File: config.mk
export PLATFORM = sky130hd
export DESIGN_NAME = lms_anc_engine_flat
export DESIGN_NICKNAME = d
export VERILOG_FILES = /design/src/rtl/lms_anc_pkg.sv /design/src/rtl/lms_anc_if.sv /design/src/rtl/lms_anc_engine_tap_store.sv /design/src/rtl/lms_anc_engine.sv /design/src/flat_wrapper.sv
export SDC_FILE = /design/constraint.sdc
export NUM_CORES = 2
export LEC_CHECK = 0
export CORE_MARGIN = 8
export CORE_UTILIZATION = 60
export DETAILED_ROUTE_END_ITERATION = 12
export PLACE_DENSITY = 0.85
export REMOVE_ABC_BUFFERS = 1
export SLEW_MARGIN = 5
export SYNTH_ARGS = -nofsm -noshare
export SYNTH_HDL_FRONTEND = slang
export SYNTH_SLANG_ARGS = --single-unit
File: constraint.sdc
create_clock -name clk -period 16.6 [get_ports clk]
set_input_delay 1.66 -clock clk [delete_from_list [all_inputs] [get_ports clk]]
set_output_delay 1.66 -clock clk [all_outputs]
set_load 0.1 [all_outputs]
File: src/rtl/lms_anc_pkg.sv
// lms_anc_pkg: shared FSM/mode enums, width helpers and saturating/rounding arithmetic for the LMS canceller
package lms_anc_pkg;
  typedef enum logic [1:0] {IDLE, MAC, ERR, UPD} lms_state_t;
  typedef enum logic {LMS_FULL, LMS_SIGN} lms_mode_t;
  function automatic int acc_width(input int dw, ww, n);
    return dw + ww + $clog2(n);
  endfunction
  function automatic int upd_shift(input int dw, ww, mu);
    return 2 * dw - 1 - ww + mu;
  endfunction
  function automatic logic signed [63:0] sat_signed(input logic signed [63:0] v, input int w);
    logic signed [63:0] hi;
    hi = (64'sd1 <<< (w - 1)) - 64'sd1;
    return v > hi ? hi : v < -hi - 64'sd1 ? -hi - 64'sd1 : v;
  endfunction
  function automatic logic signed [63:0] round_shr(input logic signed [63:0] v, input int s);
    return s <= 0 ? v : (v + (64'sd1 <<< (s - 1))) >>> s;
  endfunction
endpackage

File: src/rtl/lms_anc_if.sv
// lms_anc_if: sample handshake (in_vld/in_rdy, xin, yin, mode, freeze, wclr) and result bus (eo, out_vld, out_sat)
interface lms_anc_if #(parameter int DW = 16);
  logic in_vld, in_rdy, mode, freeze, wclr, out_vld, out_sat;
  logic signed [DW-1:0] xin, yin, eo;
  modport master(output in_vld, xin, yin, mode, freeze, wclr, input in_rdy, eo, out_vld, out_sat);
  modport slave(input in_vld, xin, yin, mode, freeze, wclr, output in_rdy, eo, out_vld, out_sat);
endinterface

File: src/rtl/lms_anc_engine_tap_store.sv
// lms_tap_store: x history shift register (shift_i/x_i) and weight file (we_i/w_i), shared read port at idx_i (x_o/w_o), sync clear clr_i
module lms_tap_store #(
  parameter int DW = 16,
  parameter int WW = 16,
  parameter int NTAPS = 8,
  parameter int IW = $clog2(NTAPS)
) (
  input  logic                 clk,
  input  logic                 clr_i,
  input  logic                 shift_i,
  input  logic signed [DW-1:0] x_i,
  input  logic        [IW-1:0] idx_i,
  input  logic                 we_i,
  input  logic signed [WW-1:0] w_i,
  output logic signed [DW-1:0] x_o,
  output logic signed [WW-1:0] w_o
);
  logic signed [DW-1:0] x_q [NTAPS];
  logic signed [WW-1:0] w_q [NTAPS];
  always_ff @(posedge clk) begin
    if (clr_i) begin
      for (int k = 0; k < NTAPS; k++) begin
        x_q[k] <= '0;
        w_q[k] <= '0;
      end
    end else begin
      if (shift_i) begin
        x_q[0] <= x_i;
        for (int k = 1; k < NTAPS; k++) x_q[k] <= x_q[k-1];
      end
      if (we_i) w_q[idx_i] <= w_i;
    end
  end
  assign x_o = x_q[idx_i];
  assign w_o = w_q[idx_i];
endmodule

File: src/rtl/lms_anc_engine.sv
// lms_anc_engine: single-MAC LMS noise canceller; clk, rst_n (sync, active-low), bus = lms_anc_if.slave (sample in, error out)
module lms_anc_engine
  import lms_anc_pkg::*;
#(
  parameter int DW = 16,
  parameter int WW = 16,
  parameter int NTAPS = 8,
  parameter int MU_SHIFT = 6
) (
  input logic clk,
  input logic rst_n,
  lms_anc_if.slave bus
);
  localparam int ACCW = acc_width(DW, WW, NTAPS);
  localparam int US = upd_shift(DW, WW, MU_SHIFT);
  localparam int IW = $clog2(NTAPS);
  lms_state_t state_q, state_d;
  lms_mode_t mode_q, mode_d;
  logic [IW-1:0] idx_q, idx_d;
  logic signed [ACCW-1:0] acc_q, acc_d;
  logic signed [DW-1:0] y_q, y_d, eo_q, eo_d, x_rd;
  logic signed [WW-1:0] w_rd, w_new;
  logic signed [DW+WW-1:0] prod;
  logic signed [63:0] z_raw, z_sat, e_raw, e_sat, ew, mag, delta;
  logic frz_q, frz_d, vld_q, vld_d, sat_q, sat_d, accept, last, we;
  assign accept = bus.in_vld && state_q == IDLE && !bus.wclr;
  assign last = idx_q == IW'(NTAPS - 1);
  assign prod = x_rd * w_rd;
  always_comb begin
    z_raw = round_shr(64'(acc_q), WW - 1);
    z_sat = sat_signed(z_raw, DW);
    e_raw = 64'(y_q) - z_sat;
    e_sat = sat_signed(e_raw, DW);
    ew = 64'(eo_q) <<< (WW - DW);
    mag = ew >>> MU_SHIFT;
    delta = mode_q == LMS_SIGN ? (x_rd > 0 ? mag : x_rd < 0 ? -mag : 64'sd0)
                               : round_shr(64'(eo_q) * 64'(x_rd), US);
    w_new = WW'(sat_signed(64'(w_rd) + delta, WW));
  end
  lms_tap_store #(.DW(DW), .WW(WW), .NTAPS(NTAPS)) u_store (
    .clk(clk), .clr_i(!rst_n || bus.wclr), .shift_i(accept), .x_i(bus.xin),
    .idx_i(idx_q), .we_i(we), .w_i(w_new), .x_o(x_rd), .w_o(w_rd)
  );
  always_comb begin
    state_d = state_q;
    idx_d = idx_q;
    acc_d = acc_q;
    y_d = y_q;
    mode_d = mode_q;
    frz_d = frz_q;
    eo_d = eo_q;
    sat_d = sat_q;
    vld_d = 1'b0;
    we = 1'b0;
    case (state_q)
      IDLE: if (accept) begin
        state_d = MAC;
        idx_d = '0;
        acc_d = '0;
        y_d = bus.yin;
        mode_d = lms_mode_t'(bus.mode);
        frz_d = bus.freeze;
      end
      MAC: begin
        acc_d = acc_q + ACCW'(prod);
        idx_d = last ? '0 : idx_q + 1'b1;
        state_d = last ? ERR : MAC;
      end
      ERR: begin
        eo_d = DW'(e_sat);
        sat_d = (z_sat != z_raw) || (e_sat != e_raw);
        vld_d = 1'b1;
        state_d = frz_q ? IDLE : UPD;
      end
      UPD: begin
        we = 1'b1;
        idx_d = last ? '0 : idx_q + 1'b1;
        state_d = last ? IDLE : UPD;
      end
      default: state_d = IDLE;
    endcase
    if (bus.wclr) begin
      state_d = IDLE;
      idx_d = '0;
      eo_d = eo_q;
      sat_d = sat_q;
      vld_d = 1'b0;
      we = 1'b0;
    end
  end
  always_ff @(posedge clk) begin
    if (!rst_n) begin
      state_q <= IDLE;
      mode_q <= LMS_FULL;
      idx_q <= '0;
      acc_q <= '0;
      y_q <= '0;
      eo_q <= '0;
      frz_q <= 1'b0;
      vld_q <= 1'b0;
      sat_q <= 1'b0;
    end else begin
      state_q <= state_d;
      mode_q <= mode_d;
      idx_q <= idx_d;
      acc_q <= acc_d;
      y_q <= y_d;
      eo_q <= eo_d;
      frz_q <= frz_d;
      vld_q <= vld_d;
      sat_q <= sat_d;
    end
  end
  assign bus.in_rdy = state_q == IDLE;
  assign bus.eo = eo_q;
  assign bus.out_vld = vld_q;
  assign bus.out_sat = sat_q;
endmodule

File: src/flat_wrapper.sv
// flat-port wrapper written by rule: the top's interface ports become plain ports
module lms_anc_engine_flat import lms_anc_pkg::*;
#(
  parameter int DW = 16,
  parameter int WW = 16,
  parameter int NTAPS = 8,
  parameter int MU_SHIFT = 6
)
  (clk, rst_n, bus_in_vld, bus_xin, bus_yin, bus_mode, bus_freeze, bus_wclr, bus_in_rdy, bus_eo, bus_out_vld, bus_out_sat);
  lms_anc_if #(.DW(DW)) bus_i ();
  input logic clk;
  input logic rst_n;
  input wire logic [$bits(bus_i.in_vld)-1:0] bus_in_vld;
  input wire logic [$bits(bus_i.xin)-1:0] bus_xin;
  input wire logic [$bits(bus_i.yin)-1:0] bus_yin;
  input wire logic [$bits(bus_i.mode)-1:0] bus_mode;
  input wire logic [$bits(bus_i.freeze)-1:0] bus_freeze;
  input wire logic [$bits(bus_i.wclr)-1:0] bus_wclr;
  output wire logic [$bits(bus_i.in_rdy)-1:0] bus_in_rdy;
  output wire logic [$bits(bus_i.eo)-1:0] bus_eo;
  output wire logic [$bits(bus_i.out_vld)-1:0] bus_out_vld;
  output wire logic [$bits(bus_i.out_sat)-1:0] bus_out_sat;
  assign bus_i.in_vld = bus_in_vld;
  assign bus_i.xin = bus_xin;
  assign bus_i.yin = bus_yin;
  assign bus_i.mode = bus_mode;
  assign bus_i.freeze = bus_freeze;
  assign bus_i.wclr = bus_wclr;
  assign bus_in_rdy = bus_i.in_rdy;
  assign bus_eo = bus_i.eo;
  assign bus_out_vld = bus_i.out_vld;
  assign bus_out_sat = bus_i.out_sat;
  lms_anc_engine #(.DW(DW), .WW(WW), .NTAPS(NTAPS), .MU_SHIFT(MU_SHIFT)) u_core (.clk(clk), .rst_n(rst_n), .bus(bus_i));
endmodule
==> summary.txt <==
outcome -> finished clean
fin crit share -> 0.926
Post-synth ARST share -> 0
synth-to-layout area growth -> 6.14%
Worst EP arrival -> 15.77 ns
hold_ws -> 0.478 ns
Clk Latency, worst-skew pair -> 0.59 ns
core area -> 71200 µm²
vias in the first global route -> 35600
Synth top area share -> 0.272
largest net degree at the start of global routing -> 97
gpl congestion -> 0.983
Synth Area in Adders -> 0.354
DR iter-0 viols -> 3752
total negative slack -> 0 ns
Comb power frac -> 0.398
DIE HEIGHT -> 284 µm
Achievable Freq -> 65.1 MHz
Die ar. -> 80500 µm²
fraction of layout instances using a drive strength above 1 -> 0.0675
mux contribution to synthesized area -> 0.0469
part of the power in registers -> 0.316
Layout Skew -> 0.0359 ns
Net Sw Power -> 1.16 mW
Slew @ Worst Pin -> 1.29 ns
Core Util, Final -> 0.641
clock sinks -> 335
post-synthesis average cell area -> 9.48 µm²
Post-synth EDFFs -> 256
clock buffer depth -> 3
CTS tree -> done
Pint -> 1.89 mW
vias per inst -> 6.31
drt first pass iters -> 8
pre-CTS setup slack -> 1.54 ns
register area share after synthesis -> 0.215
DRC viols -> 0
post-synthesis xor/xnor area fraction -> 0.0334
LEAKAGE -> 20.9 nW
#FFs+latches synth -> 335
yosys warns -> 0
ANT nets after route -> 0
Hold Crit Class -> reg2reg
DP HPWL -> 89600 µm
cell taking the most area after synthesis -> fa_1
CP startpoint kind -> flop
global-route wire length before repair -> 192000 µm
Primary FF master, synth -> edfxtp_1
Slew headroom -> 0.139
Synth Instances -> 4540
number of diodes -> 0
Worst VDD drop -> 0.0000756 V
via count -> 34400
TritonCTS Buffers -> 38
# Max-Cap Violations -> 0
die span in x -> 284 µm
synth top area cells -> fa_1 27%, edfxtp_1 18%, ha_1 8.2%, inv_1 5.5%, nand2_1 4.4%
Clock power frac -> 0.286
H-tree Lvls -> 2
DRT Wirelength -> 121000 µm
Sw Ratio -> 0.379
kind of critical path -> reg2reg
NumNets Final -> 5377
top-count cell post-synth -> inv_1
root buf cell -> clkbuf_16
I/O Pins -> 57
crit path max-delay cell type -> nand3_1
Setup Buffers After CTS -> 0
Synth Area in Simple Gates -> 0.162
Post-CTS Resized -> 0
hold buffer count at cts -> 0
largest family of logic cells by synthesized area -> adder cells
Cell Area, Synth -> 43000 µm²
final worst setup slack -> 1.23 ns
Final Setup Violations -> 0
Port Buffers -> 56
Final Hold Vio Count -> 0
worst-path maximum fanout -> 33
min Tclk post-route -> 15.37 ns
starting density of the core -> 0.604
synth cell count leaders -> 634 x inv_1, 585 x fa_1, 504 x nand2_1
clock-pin slew on the worst setup and hold paths -> 0.06 ns
unrepaired setup endpoints after global routing -> false
CP required -> 17.00 ns
pins over their slew limit -> 0
Power Density -> 66.8 nW/µm²
initial antenna violation count -> 1
total power -> 3.05 mW
Overflow after GRT -> 0
compound-gate portion of the synthesized area -> 0.111
Total GRT Usage -> 0.298
Netlist cell types -> 97
per-cell routed wire length -> 22.2 µm
Slowest Stage Delay on Critical Path -> 1.01 ns
crit path capture type -> flop
FP Rows -> 98
-- critical path: cells and delay by family (launching register included) --
family                     cells  cell delay [ns]
DFF                            1             0.77
muxes                          3             1.15
buffers and inverters          7             0.86
AOI/OAI and AO/OA             11             3.20
adders and majority gates      9             4.28
xor gates and xnor gates       2             1.68
and+or+nand+nor               10             3.15
-- per-stage QoR --
step,cells,instance area (µm²)
finish,5453,45700
global route,5453,45700
CTS,5453,45700
detailed placement,5383,44400
global placement,5383,44400
floorplan,4316,42100
-- worst paths after layout --
path | slack, ns | end | from | depth (start not counted)
min | 0.48 | u_core.frz_q | u_core.frz_q | 2
min reg2reg | 0.48 | u_core.frz_q | u_core.frz_q | 2
max reg2reg | 1.23 | u_core.u_store.w_q[2][4] | flop | 42
max | 1.23 | u_core.u_store.w_q[2][4] | flop | 42
-- state kept, by name, indices dropped and copies added, names as in the netlist, named ones only --
| register | flops |
|---|---|
| u_core.bus.out_vld | 1 |
| u_core.state_q | 2 |
| u_core.u_store.w_q | 128 |
| u_core.acc_q | 35 |
| u_core.bus.out_sat | 1 |
| u_core.y_q | 16 |
| u_core.mode_q | 1 |
| u_core.idx_q | 3 |
| u_core.frz_q | 1 |
| u_core.u_store.x_q | 128 |
| u_core.bus.eo | 16 |
-- layer usage --
| metal | global-route usage | share of wire | vias up |
|---|---|---|---|
| met3 | 0.0627 | 0.11 | 535 |
| met2 | 0.483 | 0.47 | 2112 |
| met4 | 0.172 | 0.064 | 2 |
| li1 | - | - | 14900 |
| met5 | 0 | 0.000091 | - |
| met1 | 0.369 | 0.36 | 16900 |
-- logic make-up (layout without fill, tap and decap cells) --
family,Yosys count,in the layout
AOI/OAI and AO/OA,737,737
xor gates and xnor gates,164,164
adders and majority gates,866,866
buffers and inverters,864,827
DFF,335,335
muxes,118,118
and+or+nand+nor,1456,1456
-- placed cells by master, fill, tap and decap left out, drive strengths merged, types with 79 or more instances in the layout --
cell    netlist  routed
nor2        315     315
nand2       505     505
dfxtp        79      79
ha          281     281
and2        244     244
xnor2        98      98
o21ai       132     132
edfxtp      256     256
fa          585     585
nand3       109     109
a21oi       283     283
inv         635     641
-- power groups by stage --
stage / logic, mW / clock network (mW) / registers (mW)
after floorplan: 0.881 / 0 / 0.970
after global placement: 1.15 / 0 / 0.978
after detailed placement: 1.19 / 0 / 0.980
after CTS: 1.20 / 0.875 / 0.963
after global routing: 1.34 / 0.910 / 0.967
final: 1.21 / 0.873 / 0.965
-- final cells by class --
class | instances | area, µm²
multi-input cells | 3341 | 30500
fillers | 5413 | 25600
flip-flops and latches | 335 | 9280
inverters | 640 | 2400
well taps | 950 | 1190
clock buffers | 50 | 1050
repair buffers | 117 | 1010
clock inverters | 20 | 244
Note: power is estimated with default switching activity, not from simulation.
